File: src/rtl/counter_pkg.sv
// Shared types for the programmable up/down counter family.
//   mode_e  : counting behaviour at the MAX_VAL / 0 boundaries
//   state_e : counter FSM states (COUNT runs, HALT freezes after a one-shot terminal)
package counter_pkg;

  typedef enum logic [1:0] {
    MODE_WRAP    = 2'b00,
    MODE_SAT     = 2'b01,
    MODE_ONESHOT = 2'b10,
    MODE_RSVD    = 2'b11
  } mode_e;

  typedef enum logic {
    ST_COUNT = 1'b0,
    ST_HALT  = 1'b1
  } state_e;

endpackage

File: src/rtl/counter_next_calc.sv
// Combinational next-count calculator.
// Ports:
//   c_in         current count (always <= MAX_VAL)
//   s_in         effective step, already clamped to MAX_VAL
//   up_in        1 = count up, 0 = count down
//   mode_in      boundary behaviour (reserved mode behaves as WRAP)
//   next_out     candidate next count
//   ovf_out      upward crossing of MAX_VAL
//   unf_out      downward crossing of 0
//   halt_req_out one-shot terminal reached, FSM should enter HALT
module counter_next_calc
  import counter_pkg::*;
#(
  parameter int WIDTH   = 8,
  parameter int MAX_VAL = 2**WIDTH-1
) (
  input  logic [WIDTH-1:0] c_in,
  input  logic [WIDTH-1:0] s_in,
  input  logic             up_in,
  input  mode_e            mode_in,
  output logic [WIDTH-1:0] next_out,
  output logic             ovf_out,
  output logic             unf_out,
  output logic             halt_req_out
);

  // One extra bit so neither c+s nor c+(MAX_VAL+1) ever truncates.
  localparam logic [WIDTH:0]   MAX_X = (WIDTH+1)'(MAX_VAL);
  localparam logic [WIDTH:0]   MOD_X = (WIDTH+1)'(MAX_VAL + 1);
  localparam logic [WIDTH-1:0] MAX_L = WIDTH'(MAX_VAL);

  logic [WIDTH:0] c_x;
  logic [WIDTH:0] s_x;
  logic [WIDTH:0] sum_x;

  always_comb begin
    c_x          = {1'b0, c_in};
    s_x          = {1'b0, s_in};
    sum_x        = c_x + s_x;
    next_out     = c_in;
    ovf_out      = 1'b0;
    unf_out      = 1'b0;
    halt_req_out = 1'b0;

    if (up_in) begin
      // Landing exactly on MAX_VAL is not a crossing.
      if (sum_x > MAX_X) begin
        ovf_out = 1'b1;
        case (mode_in)
          MODE_SAT:     next_out = MAX_L;
          MODE_ONESHOT: begin
            next_out     = MAX_L;
            halt_req_out = 1'b1;
          end
          default:      next_out = WIDTH'(sum_x - MOD_X);
        endcase
      end else begin
        next_out = WIDTH'(sum_x);
      end
    end else begin
      // Landing exactly on 0 is not a crossing.
      if (c_x < s_x) begin
        unf_out = 1'b1;
        case (mode_in)
          MODE_SAT:     next_out = '0;
          MODE_ONESHOT: begin
            next_out     = '0;
            halt_req_out = 1'b1;
          end
          default:      next_out = WIDTH'(c_x + MOD_X - s_x);
        endcase
      end else begin
        next_out = WIDTH'(c_x - s_x);
      end
    end
  end

endmodule

File: src/rtl/prog_updown_counter.sv
// Programmable up/down counter with modulo limit, programmable step,
// wrap / saturate / one-shot modes, overflow/underflow pulses and compare match.
// Ports:
//   clk_in       clock, rising edge
//   rst_in       asynchronous active-low reset
//   en_ctrl_in   count enable
//   set_ctrl_in  synchronous load of load_val_in (wins over enable)
//   up_ctrl_in   1 = up, 0 = down
//   mode_in      00 WRAP, 01 SATURATE, 10 ONESHOT, 11 reserved (= WRAP)
//   step_in      step magnitude (clamped to MAX_VAL)
//   load_val_in  load value (clamped to MAX_VAL)
//   cmp_val_in   compare value
//   counter_out  registered count
//   ovf_out      registered 1-cycle pulse on upward crossing of MAX_VAL
//   unf_out      registered 1-cycle pulse on downward crossing of 0
//   done_out     registered, high while the FSM is in HALT
//   match_out    combinational counter_out == cmp_val_in
module prog_updown_counter
  import counter_pkg::*;
#(
  parameter int WIDTH     = 8,
  parameter int MAX_VAL   = 2**WIDTH-1,
  parameter int STEP_W    = 4,
  parameter int RESET_VAL = 0
) (
  input  logic              clk_in,
  input  logic              rst_in,
  input  logic              en_ctrl_in,
  input  logic              set_ctrl_in,
  input  logic              up_ctrl_in,
  input  logic [1:0]        mode_in,
  input  logic [STEP_W-1:0] step_in,
  input  logic [WIDTH-1:0]  load_val_in,
  input  logic [WIDTH-1:0]  cmp_val_in,
  output logic [WIDTH-1:0]  counter_out,
  output logic              ovf_out,
  output logic              unf_out,
  output logic              done_out,
  output logic              match_out
);

  localparam logic [WIDTH-1:0] MAX_L = WIDTH'(MAX_VAL);
  localparam logic [WIDTH-1:0] RST_L = WIDTH'(RESET_VAL);

  logic [WIDTH-1:0] counter_q, counter_d;
  logic             ovf_q, ovf_d;
  logic             unf_q, unf_d;
  logic             done_q, done_d;
  state_e           state_q, state_d;

  logic [WIDTH-1:0] s_eff;
  logic [WIDTH-1:0] load_eff;
  logic [WIDTH-1:0] calc_next;
  logic             calc_ovf;
  logic             calc_unf;
  logic             calc_halt;

  // Clamp step and load value to the modulo range; compare in 32 bits so
  // STEP_W may be wider or narrower than WIDTH.
  always_comb begin
    s_eff    = (32'(step_in) > 32'(MAX_VAL)) ? MAX_L : WIDTH'(step_in);
    load_eff = (load_val_in > MAX_L) ? MAX_L : load_val_in;
  end

  counter_next_calc #(
    .WIDTH   (WIDTH),
    .MAX_VAL (MAX_VAL)
  ) u_next_calc (
    .c_in         (counter_q),
    .s_in         (s_eff),
    .up_in        (up_ctrl_in),
    .mode_in      (mode_e'(mode_in)),
    .next_out     (calc_next),
    .ovf_out      (calc_ovf),
    .unf_out      (calc_unf),
    .halt_req_out (calc_halt)
  );

  // Priority: set > enable (only while COUNT) > hold. Flags default to 0 so
  // they clear on every edge without a crossing.
  always_comb begin
    counter_d = counter_q;
    ovf_d     = 1'b0;
    unf_d     = 1'b0;
    state_d   = state_q;

    if (set_ctrl_in) begin
      counter_d = load_eff;
      state_d   = ST_COUNT;
    end else if (en_ctrl_in && (state_q == ST_COUNT)) begin
      counter_d = calc_next;
      ovf_d     = calc_ovf;
      unf_d     = calc_unf;
      if (calc_halt) begin
        state_d = ST_HALT;
      end
    end

    done_d = (state_d == ST_HALT);
  end

  always_ff @(posedge clk_in or negedge rst_in) begin
    if (!rst_in) begin
      counter_q <= RST_L;
      ovf_q     <= 1'b0;
      unf_q     <= 1'b0;
      done_q    <= 1'b0;
      state_q   <= ST_COUNT;
    end else begin
      counter_q <= counter_d;
      ovf_q     <= ovf_d;
      unf_q     <= unf_d;
      done_q    <= done_d;
      state_q   <= state_d;
    end
  end

  assign counter_out = counter_q;
  assign ovf_out     = ovf_q;
  assign unf_out     = unf_q;
  assign done_out    = done_q;
  assign match_out   = (counter_q == cmp_val_in);

endmodule

File: config.mk
export PLATFORM = sky130hd
export DESIGN_NAME = prog_updown_counter
export DESIGN_NICKNAME = d
export VERILOG_FILES = /design/src/rtl/counter_pkg.sv /design/src/rtl/counter_next_calc.sv /design/src/rtl/prog_updown_counter.sv
export SDC_FILE = /design/constraint.sdc
export NUM_CORES = 1
export LEC_CHECK = 0
export ABC_CLOCK_PERIOD_IN_PS = 2900
export BUFFER_PORTS_ARGS = -buffer_cell sky130_fd_sc_hd__buf_2
export CORE_MARGIN = 2
export CORE_UTILIZATION = 52
export CTS_BUF_LIST = sky130_fd_sc_hd__clkbuf_8
export CTS_CLUSTER_SIZE = 8
export DETAILED_ROUTE_END_ITERATION = 7
export PLACE_DENSITY = 0.82
export SYNTH_ARGS = -nofsm -noshare
export SYNTH_HDL_FRONTEND = slang
export SYNTH_SLANG_ARGS = --single-unit
export TNS_END_PERCENT = 30
File: constraint.sdc
create_clock -name clk_in -period 2.9 [get_ports clk_in]
set_input_delay 0.29 -clock clk_in [delete_from_list [all_inputs] [get_ports clk_in]]
set_output_delay 0.29 -clock clk_in [all_outputs]
set_load 0.005 [all_outputs]
Word-level counts from Yosys, hierarchy flattened:

Index checks and enable logic that the tools add are counted.

* add/subtract/negate cells: 5
* multipliers: 0
* divide/modulo/power cells: 0
* magnitude comparators: 3
* equal/unequal tests: 3
* shifts and indexed selects: 0
* multiplexer cells: 23
* bitwise logic cells: 1
* reduce and logical (&&, ||, !) cells: 5

Operator list (count)
* 2-to-1 mux 8 bit: 8
* subtractor 8 x 4 -> 8 bit: 2
* 2-to-1 mux 1 bit: 15
* adder 8 x 4 -> 9 bit: 1
* > comparator 9 x 8 -> 1 bit, second input constant: 1
* adder 8 x 1 -> 8 bit, second input constant: 1
* == test 8 bit: 1
* > comparator 8 bit, second input constant: 1
* less-than comparator 8 x 4 -> 1 bit: 1
* subtractor 8 x 1 -> 8 bit, second input constant: 1
* nonzero test 2 bit: 2
* == test 2 x 1 -> 1 bit, second input constant: 1
* == test 2 bit, second input constant: 1
* AND reduction 2 bit: 1
* OR reduction 2 bit: 1
* logical AND 1 bit: 1
* NOT 1 bit: 1

* register bits: 11
* bits in latches: 0
* bits in writable memories: 0
* bits in read-only memories: 0
* input port bits: 27
* output and inout port bits: 12
* word-level logic and storage cells: 44
* memories: 0

Logic depth before layout (Yosys ltp):

* depth in word-level cells: 7
* depth in mapped cells: 9

Hierarchy:

From an unflattened synthesis, not the netlist that was laid out.

* cell total of the unflattened synthesis: 173
* area, all modules: 1463.9 sq um

By module, submodules not included
* counter_next_calc: times used 1, cells each 118, area an instance 878.3 sq um, sequential area each 0.0 sq um
* prog_updown_counter: times used 1, cells each 55, area an instance 585.6 sq um, sequential area each 275.3 sq um

Worst setup path after synthesis:

Ideal clock, no wire load.

* path type: flip-flop to flip-flop
* start point: register counter_q[2] (netlist: counter_out[2])
* end point: register counter_q[6] (netlist: counter_out[6])
* setup time: 0.126 ns
* arrival time: 1.980 ns
* setup slack: 0.794 ns
* cell stages (with the launch flop): 7
* buffers on the path: 0
* clock period less this slack: 2.106 ns
* cells stage by stage: dfrtp_1 ha_1 nand2b_1 a21oi_1 nand3_1 a31o_2 a221o_1

* cells in the longest elaborated chain, start to end: 7

RTL lines
* start: declaration: line prog_updown_counter.sv:45 `logic [WIDTH-1:0] counter_q, counter_d;`
* start signal: assignment: line prog_updown_counter.sv:110 `counter_q <= counter_d;`
* adder 8 x 1 -> 8 bit / adder 8 x 4 -> 9 bit (equally long branches): line counter_next_calc.sv:70, counter_next_calc.sv:39
* subtractor 8 x 4 -> 8 bit / subtractor 8 x 1 -> 8 bit (equally long branches): line counter_next_calc.sv:70, counter_next_calc.sv:55
* 2-to-1 mux 8 bit, on equally long branches: line counter_next_calc.sv:64, counter_next_calc.sv:49
* 2-to-1 mux 8 bit, on equally long branches: line counter_next_calc.sv:62, counter_next_calc.sv:47
* 2-to-1 mux 8 bit (*): line counter_next_calc.sv:45 `if (up_in) begin`
* 2-to-1 mux 8 bit (*): line prog_updown_counter.sv:90 `end else if (en_ctrl_in && (state_q == ST_COUNT)) begin`
* 2-to-1 mux 8 bit (*): line prog_updown_counter.sv:87 `if (set_ctrl_in) begin`

Every way passes the cells marked *; elsewhere a longest branch is shown, timed or not. The select of a mux whose other input is x is not followed.
A chain may end at the register's enable or synchronous reset.

Final worst setup path:

Ends and elaborated chain as after synthesis.

==> results.md <==
| Group | Metric | Reported |
|:---|:---|:---|
| cells and area | Layout Area Growth over Synthesis | 22.2% |
| clock tree | Clock latency of the later-clocked register in the worst-skew pair | 0.24 ns |
| logic synthesis | Sequential-to-total area share from yosys stat | 23.8% |
| timing | Setup repair after global routing missed its margin | no |
| timing | Finish-stage setup viols | 0 |
| setup path | Critical path endpoint category | register |
| logic synthesis | Count of state elements after synthesis | 11 |
| floorplanning | Effective utilization at floorplan | 53.9% |
| min path | Class of the tightest hold or removal check | in -> reg |
| clock tree | Htree depth | 1 |
| grt | Via count of the first global-routing pass | 1146 |
| logic synthesis | Largest family of logic cells by synthesized area | compound AO/OA/AOI/OAI gates |
| cells and area | Net total in the final layout | 221 |
| clock tree | Clock transition at path regs | 0.05 ns |
| power | Share of total power in sequential cells | 32.7% |
| timing | Accumulated negative setup slack | 0 ns |
| logic synthesis | Post-synthesis adder-cell area fraction | 13.2% |
| timing | Slew at the pin closest to its max-slew limit | 0.557 ns |
| logic synthesis | Cells taking the most area after synthesis | sky130_fd_sc_hd__dfrtp_1, sky130_fd_sc_hd__ha_1, sky130_fd_sc_hd__xnor2_1 |
| logic synthesis | Post-synth top area share | 23.8% |
| power | Switching Fraction | 38.5% |
| grt | Global-route wire length before repair | 5040 µm |
| drt | Number of antenna-violating nets in the routed design | 0 |
| power | Net Switching | 0.247 mW |
| logic synthesis | Count of synthesis-stage warnings from yosys | 0 |
| drt | Number of DRC violations after detailed routing | 0 |
| floorplanning | Total core area | 2150 µm² |
| power | Power density cells | 454 nW/µm² |
| drt | Drt initial violations | 60 |
| logic synthesis | Compound-Gate Fraction of Synth Area | 25.1% |
| setup path | Slowest stage cell on the critical path | sky130_fd_sc_hd__dfrtp_1 |
| clock tree | Post-CTS Setup Bufs | 0 |
| job | Number of max-cap violations | 0 |
| logic synthesis | Cell count after synthesis | 144 |
| power | Clock Power Share | 22.9% |
| clock tree | Longest Clk Path Bufs | 2 |
| logic synthesis | Number of synthesized flops with an enable pin | 0 |
| timing | Slew Limit Headroom | 62.4% |
| cells and area | Multi-input logic area | 810 µm² |
| clock tree | Clock root buffer master | sky130_fd_sc_hd__clkbuf_8 |
| logic synthesis | Most numerous cell in the Yosys netlist | sky130_fd_sc_hd__nor2_1 |
| logic synthesis | Ys async rst share | 100% |
| setup path | Arrival @ worst endpoint | 2.51 ns |
| floorplanning | Std cell rows | 17 |
| logic synthesis | Top post-synthesis cells by count | sky130_fd_sc_hd__nor2_1, sky130_fd_sc_hd__dfrtp_1, sky130_fd_sc_hd__inv_1 |
| placement | Count of buffers inserted at the top-level ports | 38 |
| clock tree | Clk sinks | 11 |
| timing | Final worst path period need | 2.40 ns |
| power | Standby leakage power | 0.673 nW |
| logic synthesis | Share of synthesized cell area in and, or, nand and nor gates | 20.8% |
| clock tree | Clock tree from TritonCTS | done |
| logic synthesis | Synthesized area divided by synthesized cell count | 8.04 µm² |
| logic synthesis | Main synth FF type | sky130_fd_sc_hd__dfrtp_1 |
| logic synthesis | Post-synthesis instance area | 1160 µm² |
| grt | Antenna violations before repair | 0 |
| timing | Number of hold-slack violations in the final timing report | 0 |
| setup path | Max Fanout on Critical Path | 8 |
| floorplanning | Floorplan die width | 51.2 µm |
| run status | Result of the run | finished clean |
| floorplanning | Area enclosed by the die boundary | 2620 µm² |
| placement | Global placer's final weighted congestion | 0.948 |
| power | Fraction of power consumed by combinational cells | 44.3% |
| logic synthesis | Post-synthesis share of cell area spent on xor and xnor gates | 8.32% |
| clock tree | Total CTS buffers | 3 |
| cells and area | Number of diodes added for antenna fixing | 0 |
| logic synthesis | Mux share of post-synthesis cell area | 2.59% |
| power | Worst VDD drop | 0.000394 V |
| setup path | Stage delay of the slowest cell on the critical path | 0.47 ns |
| cells and area | Area taken by flip-flops and latches | 275 µm² |
| setup path | Data required time at the worst endpoint | 3.02 ns |
| logic synthesis | Count of distinct cell types in the synthesized netlist | 39 |
| drt | Routed Wire Length | 3200 µm |
| floorplanning | Overall die height | 51.2 µm |
| setup path | Cell breakdown of the critical path | ha_1 -> nand2b_1 -> a21oi_1 -> nand3_1 -> a31o_2 -> a221o_1 |
| timing | Peak clock frequency supported by timing | 417 MHz |
| timing | Maximum clock skew at final layout | 0.00497 ns |
| grt | GRT Util Overall | 25.4% |
| grt | Maximum number of pins on one net before global-route repair | 19 |
| grt | Overflow left after global routing | 0 |
| floorplanning | IO Pins | 39 |
| setup path | Crit Path Category | reg -> reg |
| placement | DP HPWL | 2570 µm |
| cells and area | Final core area utilization | 65.8% |
| drt | Routed wirelength normalized by instance count | 15.2 µm |
| timing | Final period utilization | 82.6% |
| power | P_int | 0.395 mW |
| drt | Vias after detailed routing | 1245 |
| logic synthesis | Net count of the mapped netlist | 182 |
| drt | Average via count per standard cell | 5.93 |
| timing | Count of pins over their slew limit | 0 |
| logic synthesis | Post-synth top area cell | sky130_fd_sc_hd__dfrtp_1 |
| setup path | CP Launch Type | register |
| drt | DRT Pass-1 Iters | 5 |
| timing | Worst hold margin | 0.275 ns |
| cells and area | Fill count | 183 |
| cells and area | Fraction of layout instances using a drive strength above 1 | 25.8% |
-- path summary, 6_finish.rpt --
check                                      startpoint                    endpoint  slack (ns)  cells past startpoint
max in group asynchronous                      rst_in  counter_out[6]$_DFFE_PN0P_        2.25                      2
max                        counter_out[2]$_DFFE_PN0P_  counter_out[6]$_DFFE_PN0P_        0.50                      6
min                                    load_val_in[4]  counter_out[4]$_DFFE_PN0P_        0.27                      3
min reg2reg                       state_q$_DFFE_PN0P_         state_q$_DFFE_PN0P_        0.59                      2
min in group asynchronous                      rst_in         state_q$_DFFE_PN0P_        0.45                      2
max reg2reg                counter_out[2]$_DFFE_PN0P_  counter_out[6]$_DFFE_PN0P_        0.50                      6
-- cells by family after synthesis --
family          after synthesis
flops                        11
simple gates                 47
buf+inv                      17
compound gates               44
mux                           3
fa+ha+maj                    11
xor+xnor                     11
-- cell usage in the layout (no fill, tap or decap), drive strengths merged, types with 4 or more instances in the layout --
| cell type | instances |
|---|---|
| o21ai | 10 |
| nor2b | 4 |
| dfrtp | 11 |
| ha | 9 |
| nand2 | 10 |
| nand4 | 4 |
| nand2b | 4 |
| nand3 | 5 |
| buf | 39 |
| nor2 | 13 |
| a21oi | 10 |
| inv | 12 |
| xnor2 | 10 |
-- critical path: cells and delay by family, from the launching register on --
| kind | cells | cell delay, ns |
|---|---|---|
| AOI/OAI and AO/OA | 3 | 1.03 |
| adders and majority gates | 1 | 0.40 |
| DFF | 1 | 0.47 |
| and+or+nand+nor | 2 | 0.37 |
-- layout make-up --
type	count	share of cell area [%]
Multi-Input combinational cell	116	57.3
Sequential cell	11	19.5
Timing Repair Buffer	40	14.7
Clock buffer	3	2.92
Inverter	11	2.92
Tap cell	28	2.48
Clock inverter	1	0.265
-- metrics by stage --
stage	area (µm²)	cells	worst slack, ns	power (mW)
2_1_floorplan	1160	144	0.794	0.400
3_3_place_gp	1360	205	0.648	0.479
3_5_place_dp	1360	205	0.568	0.490
4_1_cts	1410	210	0.556	0.640
5_1_grt	1410	210	0.430	0.683
6_report	1410	210	0.503	0.642
-- flip-flops by register name, indices dropped and copies added, names as in the netlist --
name and count:
ovf_out 1, state_q 1, unf_out 1, counter_out 8
-- timing repair --
item | CTS | global route
hold buffers | 1 | 0
resized for setup | 0 | 0
hold endpoints to repair | 11 | 0
-- per-layer routing --
| metal | global-route usage (%) | part of all wire, % | vias up |
|---|---|---|---|
| met5 | 0 | 0 | - |
| met4 | 9.46 | 2.2 | 0 |
| met3 | 6.14 | 11 | 10 |
| met2 | 41.3 | 47 | 75 |
| met1 | 32.5 | 40 | 566 |
| li1 | - | - | 594 |
-- power groups by stage --
stage / clock, mW / sequential (mW) / combinational, mW
2_1_floorplan: 0 / 0.194 / 0.206
3_3_place_gp: 0 / 0.209 / 0.271
3_5_place_dp: 0 / 0.211 / 0.279
4_1_cts: 0.150 / 0.209 / 0.282
5_1_grt: 0.159 / 0.212 / 0.312
6_report: 0.147 / 0.210 / 0.285
(Power assumes the default switching activity.)
